`src/rtl/mux_scan_pkg.sv`:
```
// Shared types and defaults for the mux scan controller and its settle counter.
package mux_scan_pkg;

   typedef enum logic [1:0] {
      IDLE   = 2'd0,
      SETTLE = 2'd1,
      SAMPLE = 2'd2,
      EMIT   = 2'd3
   } scan_state_t;

   localparam int DEF_NUM_CH        = 4;
   localparam int DEF_SETTLE_CYCLES = 2;

   function automatic int sel_width(input int n);
      return (n <= 2) ? 1 : $clog2(n);
   endfunction

endpackage

```
`src/rtl/mux_scan_settle_cnt.sv`:
```
// Settle-time up-counter: cleared by i_load, advanced by i_en, o_tc flags TC_VAL.
module mux_scan_settle_cnt #(
   parameter int               CNT_W  = 4,
   parameter logic [CNT_W-1:0] TC_VAL = '0
) (
   input  logic clk,
   input  logic rst_n,
   input  logic i_load,
   input  logic i_en,
   output logic o_tc
);

   logic [CNT_W-1:0] r_cnt;

   always_ff @(posedge clk or negedge rst_n) begin
      if (!rst_n) begin
         r_cnt <= '0;
      end else if (i_load) begin
         r_cnt <= '0;
      end else if (i_en) begin
         r_cnt <= r_cnt + CNT_W'(1);
      end
   end

   assign o_tc = (r_cnt == TC_VAL);

endmodule

```
`src/rtl/mux_scan_ctrl.sv`:
```
// Steps the 4:1 mux select, samples each channel after a settle delay and
// presents the assembled word on a valid/ready handshake.
//
//   state  | meaning
//   IDLE   | waiting for start, select parked at 0
//   SETTLE | select held while the mux output settles
//   SAMPLE | capture mux output for the current select, advance or finish
//   EMIT   | word presented, waiting for the consumer
import mux_scan_pkg::*;

module mux_scan_ctrl #(
   parameter int NUM_CH        = DEF_NUM_CH,
   parameter int SEL_W         = sel_width(NUM_CH),
   parameter int SETTLE_CYCLES = DEF_SETTLE_CYCLES,
   parameter int CNT_W         = 4
) (
   input  logic              clk,
   input  logic              rst_n,
   input  logic              start,
   input  logic              continuous,
   output logic [SEL_W-1:0]  mux_sel,
   input  logic              mux_out,
   output logic [NUM_CH-1:0] sample_data,
   output logic              sample_valid,
   input  logic              sample_ready,
   output logic              busy
);

   localparam logic [SEL_W-1:0] LAST_CH   = SEL_W'(NUM_CH - 1);
   localparam logic [CNT_W-1:0] SETTLE_TC = CNT_W'(SETTLE_CYCLES - 1);

   scan_state_t       r_state;
   scan_state_t       w_next;
   logic [SEL_W-1:0]  r_sel;
   logic [NUM_CH-1:0] r_shadow;
   logic [NUM_CH-1:0] r_data;
   logic [NUM_CH-1:0] w_merged;
   logic              w_load;
   logic              w_en;
   logic              w_tc;

   mux_scan_settle_cnt #(
      .CNT_W  (CNT_W),
      .TC_VAL (SETTLE_TC)
   ) u_settle_cnt (
      .clk    (clk),
      .rst_n  (rst_n),
      .i_load (w_load),
      .i_en   (w_en),
      .o_tc   (w_tc)
   );

   always_ff @(posedge clk or negedge rst_n) begin
      if (!rst_n) begin
         r_state <= IDLE;
      end else begin
         r_state <= w_next;
      end
   end

   always_comb begin
      w_next = r_state;
      w_load = 1'b0;
      w_en   = 1'b0;
      case (r_state)
         IDLE: begin
            if (start) begin
               w_next = SETTLE;
               w_load = 1'b1;
            end
         end
         SETTLE: begin
            // Counter holds at terminal count so a tight CNT_W never wraps.
            if (w_tc) begin
               w_next = SAMPLE;
            end else begin
               w_en = 1'b1;
            end
         end
         SAMPLE: begin
            if (r_sel == LAST_CH) begin
               w_next = EMIT;
            end else begin
               w_next = SETTLE;
               w_load = 1'b1;
            end
         end
         EMIT: begin
            if (sample_ready) begin
               w_next = continuous ? SETTLE : IDLE;
               w_load = continuous;
            end
         end
         default: w_next = IDLE;
      endcase
   end

   // The final channel bit goes straight into the output word alongside the shadow.
   always_comb begin
      w_merged        = r_shadow;
      w_merged[r_sel] = mux_out;
   end

   always_ff @(posedge clk or negedge rst_n) begin
      if (!rst_n) begin
         r_sel    <= '0;
         r_shadow <= '0;
         r_data   <= '0;
      end else begin
         case (r_state)
            IDLE: r_sel <= '0;
            SAMPLE: begin
               r_shadow[r_sel] <= mux_out;
               if (r_sel == LAST_CH) begin
                  r_data <= w_merged;
               end else begin
                  r_sel <= r_sel + SEL_W'(1);
               end
            end
            EMIT: begin
               if (sample_ready) begin
                  r_sel <= '0;
               end
            end
            default: ;
         endcase
      end
   end

   assign mux_sel      = r_sel;
   assign sample_data  = r_data;
   assign sample_valid = (r_state == EMIT);
   assign busy         = (r_state != IDLE);

endmodule
```
`config.mk`:
```
export PLATFORM = sky130hd
export DESIGN_NAME = mux_scan_ctrl
export DESIGN_NICKNAME = d
export VERILOG_FILES = /design/src/rtl/mux_scan_pkg.sv /design/src/rtl/mux_scan_settle_cnt.sv /design/src/rtl/mux_scan_ctrl.sv
export SDC_FILE = /design/constraint.sdc
export NUM_CORES = 1
export LEC_CHECK = 0
export BUFFER_PORTS_ARGS = -buffer_cell sky130_fd_sc_hd__buf_2
export CORE_MARGIN = 5
export CORE_UTILIZATION = 24
export DETAILED_ROUTE_END_ITERATION = 10
export GPL_TIMING_DRIVEN = 0
export SLEW_MARGIN = 10
export SYNTH_ARGS = -nofsm -noshare
export SYNTH_HDL_FRONTEND = slang
export SYNTH_HIERARCHICAL = 1
export SYNTH_SLANG_ARGS = --single-unit
export TNS_END_PERCENT = 10
```
`constraint.sdc`:
```
create_clock -name clk -period 2.4 [get_ports clk]
set_clock_uncertainty 0.2 [all_clocks]
set_input_delay 0.24 -clock clk [delete_from_list [all_inputs] [get_ports clk]]
set_output_delay 0.24 -clock clk [all_outputs]
set_load 0.1 [all_outputs]
```
==> qor.txt, run 1 <==
Outcome: finished clean
Core box area: 0.00334 mm2
Die area: 0.00470 mm2
Peak VDD IR: 0.893 mV
Number of global-route vias before repair: 594
Pin count of the biggest net entering global routing: 16
Clock-pin transition on the worst setup and hold timing paths: 90 ps
FF-to-FF setup slack: 290 ps
Avg Vias per Cell: 4.39
Max-slew violation count: 0
Post-synthesis sequential area ratio: 0.457
Max Clk Rate: 475 MHz
Syn nets: 90
Post-cts resize count: 0
CTS buffer count: 3
Fin area: 981 um2
Final GP Congestion: 0.662
Netlist Area Pre-Place: 822 um2
Setup TNS: 0 ps
Final nets: 109
Hold path depth: 3
Die width: 68.5 um
Initial DRC Count: 32
Synth Register Bits: 15
Final Critical Period: 2110 ps
Initial antenna violation count: 0
Worst EP arrival: 2080 ps
Port-buffer cells: 13
Avg WL per Cell: 10.6 um
Reg2reg end: u_settle_cnt/r_cnt[3]
Startpoint types: register
Die height: 68.5 um
Synth cell types: 27
Dpl hpwl: 1.11 mm
Placed cell areas: 945 um2
WP data required: 2370 ps
Max Used Layer: met4
LEAKAGE: 0.461 nW
Slew @ Worst Pin: 627 ps
Routed Antenna Nets: 0
Final hold viol count: 0
Worst hold-check path type: input pin to register
Hold Startpoint: start
Clk buf depth: 2
Root buffer cell: clkbuf_4
DRT Pass-1 Iters: 4
Syn. warnings: 6
RSZ-0062 raised after global routing: no
Setup Buffers After CTS: 0
Worst Hold End: r_state[0]
Remaining DRCs: 0
Top fanout value on the critical path: 6
WL met2: 622 um
Power Dens Cells: 1250 mW/mm2
Metal3 WL: 165 um
Grt ovf: 0
Total track usage: 0.0724
Crit path capture type: register
Final period utilization: 0.877
Setup CP Type: register to register
Final setup fails: 0
Max-Cap Viols: 0
Via count of the routed design: 624
Syn_area_per_cell: 10.5 um2
Initial Util: 0.246
Boundary Pins: 14
Post-Route WL: 1.51 mm
TritonCTS sink count: 15
Layout cell share with drive strength beyond 1: 0.292
# H-tree levels: 1
R2r startpoint: u_settle_cnt/r_cnt[0]
Synth-to-layout area growth: 19.3%
First-pass GRT wire length: 2.55 mm
Latest clock arrival within the worst-skew pair: 280 ps
Syn Inst Count: 78
R2R cell count: 5
Met1 wire length: 698 um
Slew HR: 0.579
Number of diodes: 0
Cell row count: 21
CTS tree: built
critical path: stages, from the launching register on:
cell	delay (ps)
dfrtp_1	430
ha_1	200
nor3b_1	150
nor3_1	490
nand4_1	200
mux2_4	330
stage by stage:
| stage | hold WS [ps] | util | std cells | power, mW | worst slack, ps |
|---|---|---|---|---|---|
| 2_1_floorplan | -256 | - | 78 | 0.968 | 109 |
| 3_5_place_dp | -33.7 | 0.283 | 137 | 1.08 | 299 |
| 5_1_grt | 104 | 0.294 | 142 | 1.31 | 159 |
| 3_3_place_gp | -44.5 | 0.283 | 137 | 1.06 | 363 |
| 4_1_cts | 69.2 | 0.294 | 142 | 1.24 | 303 |
| 6_report | 81.5 | 0.294 | 142 | 1.22 | 295 |
what timing repair did:
item                                   CTS  global route
hold buffers                             1             0
setup endpoints to repair                0             0
endpoints found under the hold margin   15             0
sequential cells by signal, indices dropped and copies added, names as in the netlist:
name / flops
mux_sel: 2
r_shadow: 3
r_state: 2
sample_data: 4
u_settle_cnt/r_cnt: 4
cell families after synthesis:
group,synth area share
multiplexers,0.123
flip-flops,0.457
buffers and inverters,0.0304
AND/OR/NAND/NOR,0.160
AO/OA/AOI/OAI,0.117
XOR/XNOR,0.0213
adder cells (fa/ha/maj),0.0913
placed cells by master, fill, tap and decap left out, drive strengths merged, types with 3 or more instances in the layout:
master  count
nor2        3
a21oi       4
dfrtp      15
mux2        6
mux2i       3
buf        15
o21ai       7
clkbuf      4
ha          6
nand3b      3
nand2       9
inv         4
Yosys cell counts:
library cell / number / area (um2)
nand4_1: 1 / 6.26
nand3b_2: 1 / 11.3
or2b_1: 1 / 7.51
a21oi_1: 4 / 20.0
mux2_4: 1 / 15.0
xnor2_1: 2 / 17.5
or2_2: 1 / 6.26
nand3b_1: 2 / 15.0
nand2b_1: 1 / 6.26
and2b_2: 1 / 8.76
o211ai_1: 1 / 7.51
nor2b_1: 1 / 6.26
and2_1: 1 / 6.26
inv_1: 4 / 15.0
a21bo_2: 1 / 10.0
nand2_1: 9 / 33.8
nor3_1: 1 / 5.00
mux2_2: 5 / 56.3
mux2i_1: 3 / 30.0
nor3b_1: 1 / 7.51
a31oi_1: 1 / 6.26
ha_1: 6 / 75.1
dfrtp_1: 15 / 375
a22o_1: 2 / 17.5
nor2_1: 3 / 11.3
o21ai_0: 7 / 35.0
buf_2: 2 / 10.0
power by group:
group	leakage [nW]	switching, mW	internal (mW)
clock network	0.0150	0.0798	0.0644
logic	0.259	0.481	0.205
registers	0.187	0.0596	0.333
layout make-up:
type / count / area [um2]
fillers: 366 / 2360
multi-input cells: 57 / 422
flip-flops and latches: 15 / 375
repair buffers: 14 / 75.1
well taps: 46 / 57.6
clock buffers: 4 / 26.3
inverters: 4 / 15.0
plain buffers: 2 / 10.0
layer usage:
layer | track usage | vias up
met5 | 0 | -
met4 | 0.0273 | 0
met3 | 0.0324 | 4
met2 | 0.108 | 28
met1 | 0.0905 | 289
li1 | - | 303
how the worst max path moves through the flow:
stage	slack [ps]	start	depth (start not counted)	end
floorplan	110	mux_sel[0]	6	u_settle_cnt/r_cnt[3]
global placement	360	u_settle_cnt/r_cnt[0]	5	u_settle_cnt/r_cnt[3]
detailed placement	300	u_settle_cnt/r_cnt[0]	5	u_settle_cnt/r_cnt[3]
CTS	300	u_settle_cnt/r_cnt[0]	5	u_settle_cnt/r_cnt[3]
global route	160	u_settle_cnt/r_cnt[0]	5	u_settle_cnt/r_cnt[3]
finish	290	u_settle_cnt/r_cnt[0]	5	u_settle_cnt/r_cnt[3]
Power figures use the tool's default switching activity.
==> run 2: changes to the inputs <==
Settings changed: REMOVE_ABC_BUFFERS set to 1.
==> qor.txt, run 2 (synthesis results as in run 1) <==
Minimum setup slack in the final design: 263 ps (was 295 ps)
WL met2: 743 um (was 622 um)
DRT Pass-1 Iters: 4 (unchanged)
Final hold viol count: 0 (unchanged)
First-pass GRT wire length: 2.55 mm (unchanged)
Power Dens Cells: 1250 mW/mm2 (about the same)
Die height: 68.5 um (unchanged)
Die area: 0.00470 mm2 (unchanged)
CP Cell Sequence: ha_1 > nor3b_1 > nor3_1 > nand4_1 > mux2_4 (unchanged)
Hold_buf cts: 1 (unchanged)
Max-slew violation count: 0 (unchanged)
Final Critical Period: 2140 ps (was 2110 ps)
CTS tree: built (unchanged)
Final setup fails: 0 (unchanged)
Avg Vias per Cell: 4.32 (was 4.39)
Filler cells: 351 (was 366)
Slew @ Worst Pin: 620 ps (was 627 ps)
Final GP Congestion: 0.676 (was 0.662)
Core box area: 0.00334 mm2 (unchanged)
RSZ-0062 raised after global routing: no (unchanged)
Synth-to-layout area growth: 18.3% (was 19.3%)
Setup TNS: 0 ps (unchanged)
Routed Antenna Nets: 0 (unchanged)
Final period utilization: 0.890 (was 0.877)
Avg WL per Cell: 10.6 um (about the same)
Crit path capture type: register (unchanged)
Post-cts resize count: 0 (unchanged)
Layout cell share with drive strength beyond 1: 0.287 (was 0.292)
LEAKAGE: 0.455 nW (was 0.461 nW)
# H-tree levels: 1 (unchanged)
Clock-pin transition on the worst setup and hold timing paths: 100 ps (was 90 ps)
Slew HR: 0.583 (was 0.579)
WP data required: 2380 ps (was 2370 ps)
Total track usage: 0.0735 (was 0.0724)
DP Worst Slack: 303 ps (was 299 ps)
Max Used Layer: met4 (unchanged)
Initial antenna violation count: 0 (unchanged)
Max-Cap Viols: 0 (unchanged)
Multi-input gate area: 422 um2 (unchanged)
Latest clock arrival within the worst-skew pair: 290 ps (was 280 ps)
Die width: 68.5 um (unchanged)
Post-Route WL: 1.49 mm (was 1.51 mm)
Initial Util: 0.246 (unchanged)
Worst hold-check path type: input pin to register (unchanged)
FF-to-FF setup slack: 260 ps (was 290 ps)
TritonCTS sink count: 15 (unchanged)
Most frequent cells in the layout: 15 x dfrtp_1, 13 x buf_2, 9 x nand2_1 (was 15 x buf_2, 15 x dfrtp_1, 9 x nand2_1)
Outcome: finished clean (unchanged)
Boundary Pins: 14 (unchanged)
Pin count of the biggest net entering global routing: 16 (unchanged)
Metal3 WL: 121 um (was 165 um)
Port-buffer cells: 13 (unchanged)
Slowest CP cell: nor3_1 (unchanged)
Setup Buffers After CTS: 0 (unchanged)
Initial DRC Count: 20 (was 32)
Met1 wire length: 615 um (was 698 um)
Via count of the routed design: 605 (was 624)
Worst EP arrival: 2120 ps (was 2080 ps)
Number of global-route vias before repair: 573 (was 594)
Startpoint types: register (unchanged)
Most common cell after layout, fill and taps aside: dfrtp_1
Max incr delay on CP: 490 ps (about the same)
Number of diodes: 0 (unchanged)
Cell row count: 21 (unchanged)
CTS buffer count: 3 (unchanged)
Setup CP Type: register to register (unchanged)
Final nets: 107 (was 109)
Remaining DRCs: 0 (unchanged)
Top fanout value on the critical path: 6 (unchanged)
Grt ovf: 0 (unchanged)
Max Clk Rate: 468 MHz (was 475 MHz)
Register area: 375 um2 (unchanged)
Dpl hpwl: 1.16 mm (was 1.11 mm)
Clk buf depth: 2 (unchanged)
Peak VDD IR: 0.439 mV (was 0.893 mV)
Root buffer cell: clkbuf_4 (unchanged)
-- run 2: cell types whose count changed in the layout (fill, tap and decap cells not counted), sizes merged --
cell,delta
buf,-2
clkbuf,-1
clkinv,+1
-- run 2: worst paths after layout --
check                      cells after the start                    end                   from
max                                            5  u_settle_cnt/r_cnt[3]  u_settle_cnt/r_cnt[0]
min                                            2            r_shadow[0]                mux_out
max reg2reg                                    5  u_settle_cnt/r_cnt[3]  u_settle_cnt/r_cnt[0]
min reg2reg                                    2         sample_data[0]         sample_data[0]
max in group asynchronous                      2             r_state[1]                  rst_n
min in group asynchronous                      2  u_settle_cnt/r_cnt[3]                  rst_n
-- run 2: layer usage --
metal  track usage  up-vias
li1              -      304
met1        0.0852      283
met2         0.120       16
met3        0.0340        2
met4        0.0223        0
met5             0        -
-- run 2: metrics by stage --
| step | instances | util | total power [mW] | area [um2] | hold WS, ps |
|---|---|---|---|---|---|
| after floorplan | 76 | - | 0.957 | 812 | -256 |
| after global placement | 135 | 0.280 | 1.06 | 935 | -41.7 |
| after detailed placement | 135 | 0.280 | 1.08 | 935 | -38.1 |
| after CTS | 140 | 0.291 | 1.23 | 972 | 60.5 |
| after global routing | 140 | 0.291 | 1.31 | 972 | 62.3 |
| final | 140 | 0.291 | 1.22 | 972 | 72.3 |
-- run 2: layout make-up --
class / instances / area share
multi-input combinational: 57 / 0.434
sequential: 15 / 0.386
timing repair buffer: 14 / 0.0772
tap: 46 / 0.0592
clock buffer: 3 / 0.0232
inverter: 4 / 0.0154
clock inverter: 1 / 0.00515
-- run 2: report_power, final --
group | total (mW) | leakage [nW] | switching, mW | internal [mW]
combinational | 0.653 | 0.250 | 0.456 | 0.197
sequential | 0.420 | 0.187 | 0.0877 | 0.332
clock | 0.146 | 0.0177 | 0.0841 | 0.0620
-- run 2: critical path: cells and delay by family, from the launching register on --
kind,cells,cell delay [ps]
AND/OR/NAND/NOR,3,860
multiplexers,1,330
flip-flops,1,430
adder cells (fa/ha/maj),1,220
==> run 3: changes to the inputs <==
Settings changed: CELL_PAD_IN_SITES_DETAIL_PLACEMENT set to 2, CELL_PAD_IN_SITES_GLOBAL_PLACEMENT set to 2, PLACE_DENSITY_LB_ADDON set to 0.1.
Clock period 2.4 ns to 2 ns, I/O delays scaled along.
==> qor.txt, run 3 (synthesis results as in run 1) <==
Outcome: finished clean (unchanged)
Final setup fails: 0 (unchanged)
Max-Cap Viols: 0 (unchanged)
Clock-pin transition on the worst setup and hold timing paths: 100 ps (about the same)
Final GP Congestion: 0.725 (was 0.676)
CP Cell Sequence: inv_1 > ha_1 > nor3b_1 > nor3_2 > buf_4 > or2b_1 > a21oi_1 (was ha_1 > nor3b_1 > nor3_1 > nand4_1 > mux2_4)
Avg Vias per Cell: 4.36 (was 4.32)
Synth-to-layout area growth: 21.0% (was 18.3%)
Final hold viol count: 0 (unchanged)
TritonCTS sink count: 15 (unchanged)
Most common cell after layout, fill and taps aside: dfrtp_1 (unchanged)
WP data required: 2020 ps (was 2380 ps)
Port-buffer cells: 13 (unchanged)
Final Critical Period: 1850 ps (was 2140 ps)
Grt ovf: 0 (unchanged)
# H-tree levels: 1 (unchanged)
Filler cells: 390 (was 351)
First-pass GRT wire length: 3.08 mm (was 2.55 mm)
Share of the core filled with cells: 0.298 (was 0.291)
Register area: 375 um2 (unchanged)
Power Dens Cells: 1530 mW/mm2 (was 1250 mW/mm2)
LEAKAGE: 0.468 nW (was 0.455 nW)
Remaining DRCs: 0 (unchanged)
Max-slew violation count: 0 (unchanged)
Family with the most delay on the worst path: simple AND/OR/NAND/NOR gates (unchanged)
Crit path capture type: register (unchanged)
Die area: 0.00470 mm2 (unchanged)
Via count of the routed design: 619 (was 605)
Top fanout value on the critical path: 4 (was 6)
Avg WL per Cell: 12.9 um (was 10.6 um)
Layout cell share with drive strength beyond 1: 0.323 (was 0.287)
Routed Antenna Nets: 0 (unchanged)
Final nets: 109 (was 107)
Most frequent cells in the layout: 15 x dfrtp_1, 13 x buf_2, 9 x nand2_1 (unchanged)
Minimum setup slack in the final design: 149 ps (was 263 ps)
Multi-input gate area: 429 um2 (was 422 um2)
Post-Route WL: 1.83 mm (was 1.49 mm)
Core box area: 0.00334 mm2 (unchanged)
Die height: 68.5 um (unchanged)
Number of global-route vias before repair: 703 (was 573)
Worst hold-check path type: input pin to register (unchanged)
Slew HR: 0.675 (was 0.583)
Startpoint types: register (unchanged)
Initial DRC Count: 4 (was 20)
Setup CP Type: register to register (unchanged)
Clk buf depth: 2 (unchanged)
Peak VDD IR: 0.527 mV (was 0.439 mV)
Max Clk Rate: 540 MHz (was 468 MHz)
Total track usage: 0.0894 (was 0.0735)
Setup TNS: 0 ps (unchanged)
CTS tree: built (unchanged)
Boundary Pins: 14 (unchanged)
Placed cell areas: 935 um2 (unchanged)
Initial Util: 0.246 (unchanged)
Slowest CP cell: dfrtp_1 (was nor3_1)
Pin count of the biggest net entering global routing: 16 (unchanged)
Final period utilization: 0.926 (was 0.890)
Die width: 68.5 um (unchanged)
Slew @ Worst Pin: 490 ps (was 620 ps)
Number of diodes: 0 (unchanged)
Max incr delay on CP: 430 ps (was 490 ps)
Initial antenna violation count: 0 (unchanged)
Worst EP arrival: 1870 ps (was 2120 ps)
DP Worst Slack: -160 ps (was 303 ps)
Worst Path Buf+Inv: 2 (was 0)
CTS buffer count: 3 (unchanged)
Latest clock arrival within the worst-skew pair: 280 ps (was 290 ps)
Cell row count: 21 (unchanged)
Hold WS: 43.3 ps (was 72.3 ps)
Root buffer cell: clkbuf_4 (unchanged)
DRT Pass-1 Iters: 3 (was 4)
RSZ-0062 raised after global routing: no (unchanged)
Dpl hpwl: 1.39 mm (was 1.16 mm)
Fin area: 995 um2 (was 972 um2)
[run 3: changes by cell type in the layout (fill, tap and decap cells not counted)]
cell	previous run	this run
nor3_1	1	0
buf_4	0	2
nor3_2	0	1
nor2_2	0	1
nor2_1	3	2
[run 3: area by class of cell]
type                    instances  area share
clock buffers                   3      0.0226
clock inverters                 1     0.00503
inverters                       4      0.0151
multi-input cells              57       0.431
flip-flops and latches         15       0.377
well taps                      46      0.0579
repair buffers                 16      0.0906
[run 3: path summary, 6_finish.rpt]
check | from | end | cells after the start | slack, ps
min in group asynchronous | rst_n | mux_sel[1] | 2 | 150
max in group asynchronous | rst_n | sample_data[0] | 2 | 1190
worst min-delay path | continuous | r_state[0] | 4 | 40
worst max-delay path | u_settle_cnt/r_cnt[1] | u_settle_cnt/r_cnt[1] | 7 | 150
worst max register to register | u_settle_cnt/r_cnt[1] | u_settle_cnt/r_cnt[1] | 7 | 150
worst min register to register | sample_data[2] | sample_data[2] | 2 | 290
[run 3: what timing repair did]
action,in CTS,in global routing
hold buffers,1,0
setup buffers,0,2
setup endpoints to repair,1,1
resized for setup,2,0
hold endpoints to repair,15,0
pin swaps,0,2
[run 3: per-stage QoR]
| stage | power [mW] | instances |
|---|---|---|
| after floorplan | 1.15 | 76 |
| after global placement | 1.30 | 135 |
| after detailed placement | 1.32 | 135 |
| after CTS | 1.52 | 140 |
| after global routing | 1.64 | 142 |
| final | 1.52 | 142 |
[run 3: worst min-delay path, stage by stage]
cell	delay, ps
buf_2	90
nand3b_1	100
nand2_1	50
o21ai_0	60
[run 3: per-layer routing]
layer | track usage | vias to the layer above | share of wire
met2 | 0.159 | 5 | 0.51
met4 | 0.0372 | 0 | 0.0055
met5 | 0 | - | 0
li1 | - | 302 | -
met1 | 0.103 | 310 | 0.46
met3 | 0.0194 | 2 | 0.026
[run 3: report_power, final]
part	total (mW)	switching (mW)	internal [mW]	leakage, nW
Clock	0.179	0.105	0.0741	0.0177
Sequential	0.512	0.113	0.399	0.187
Combinational	0.834	0.564	0.270	0.263
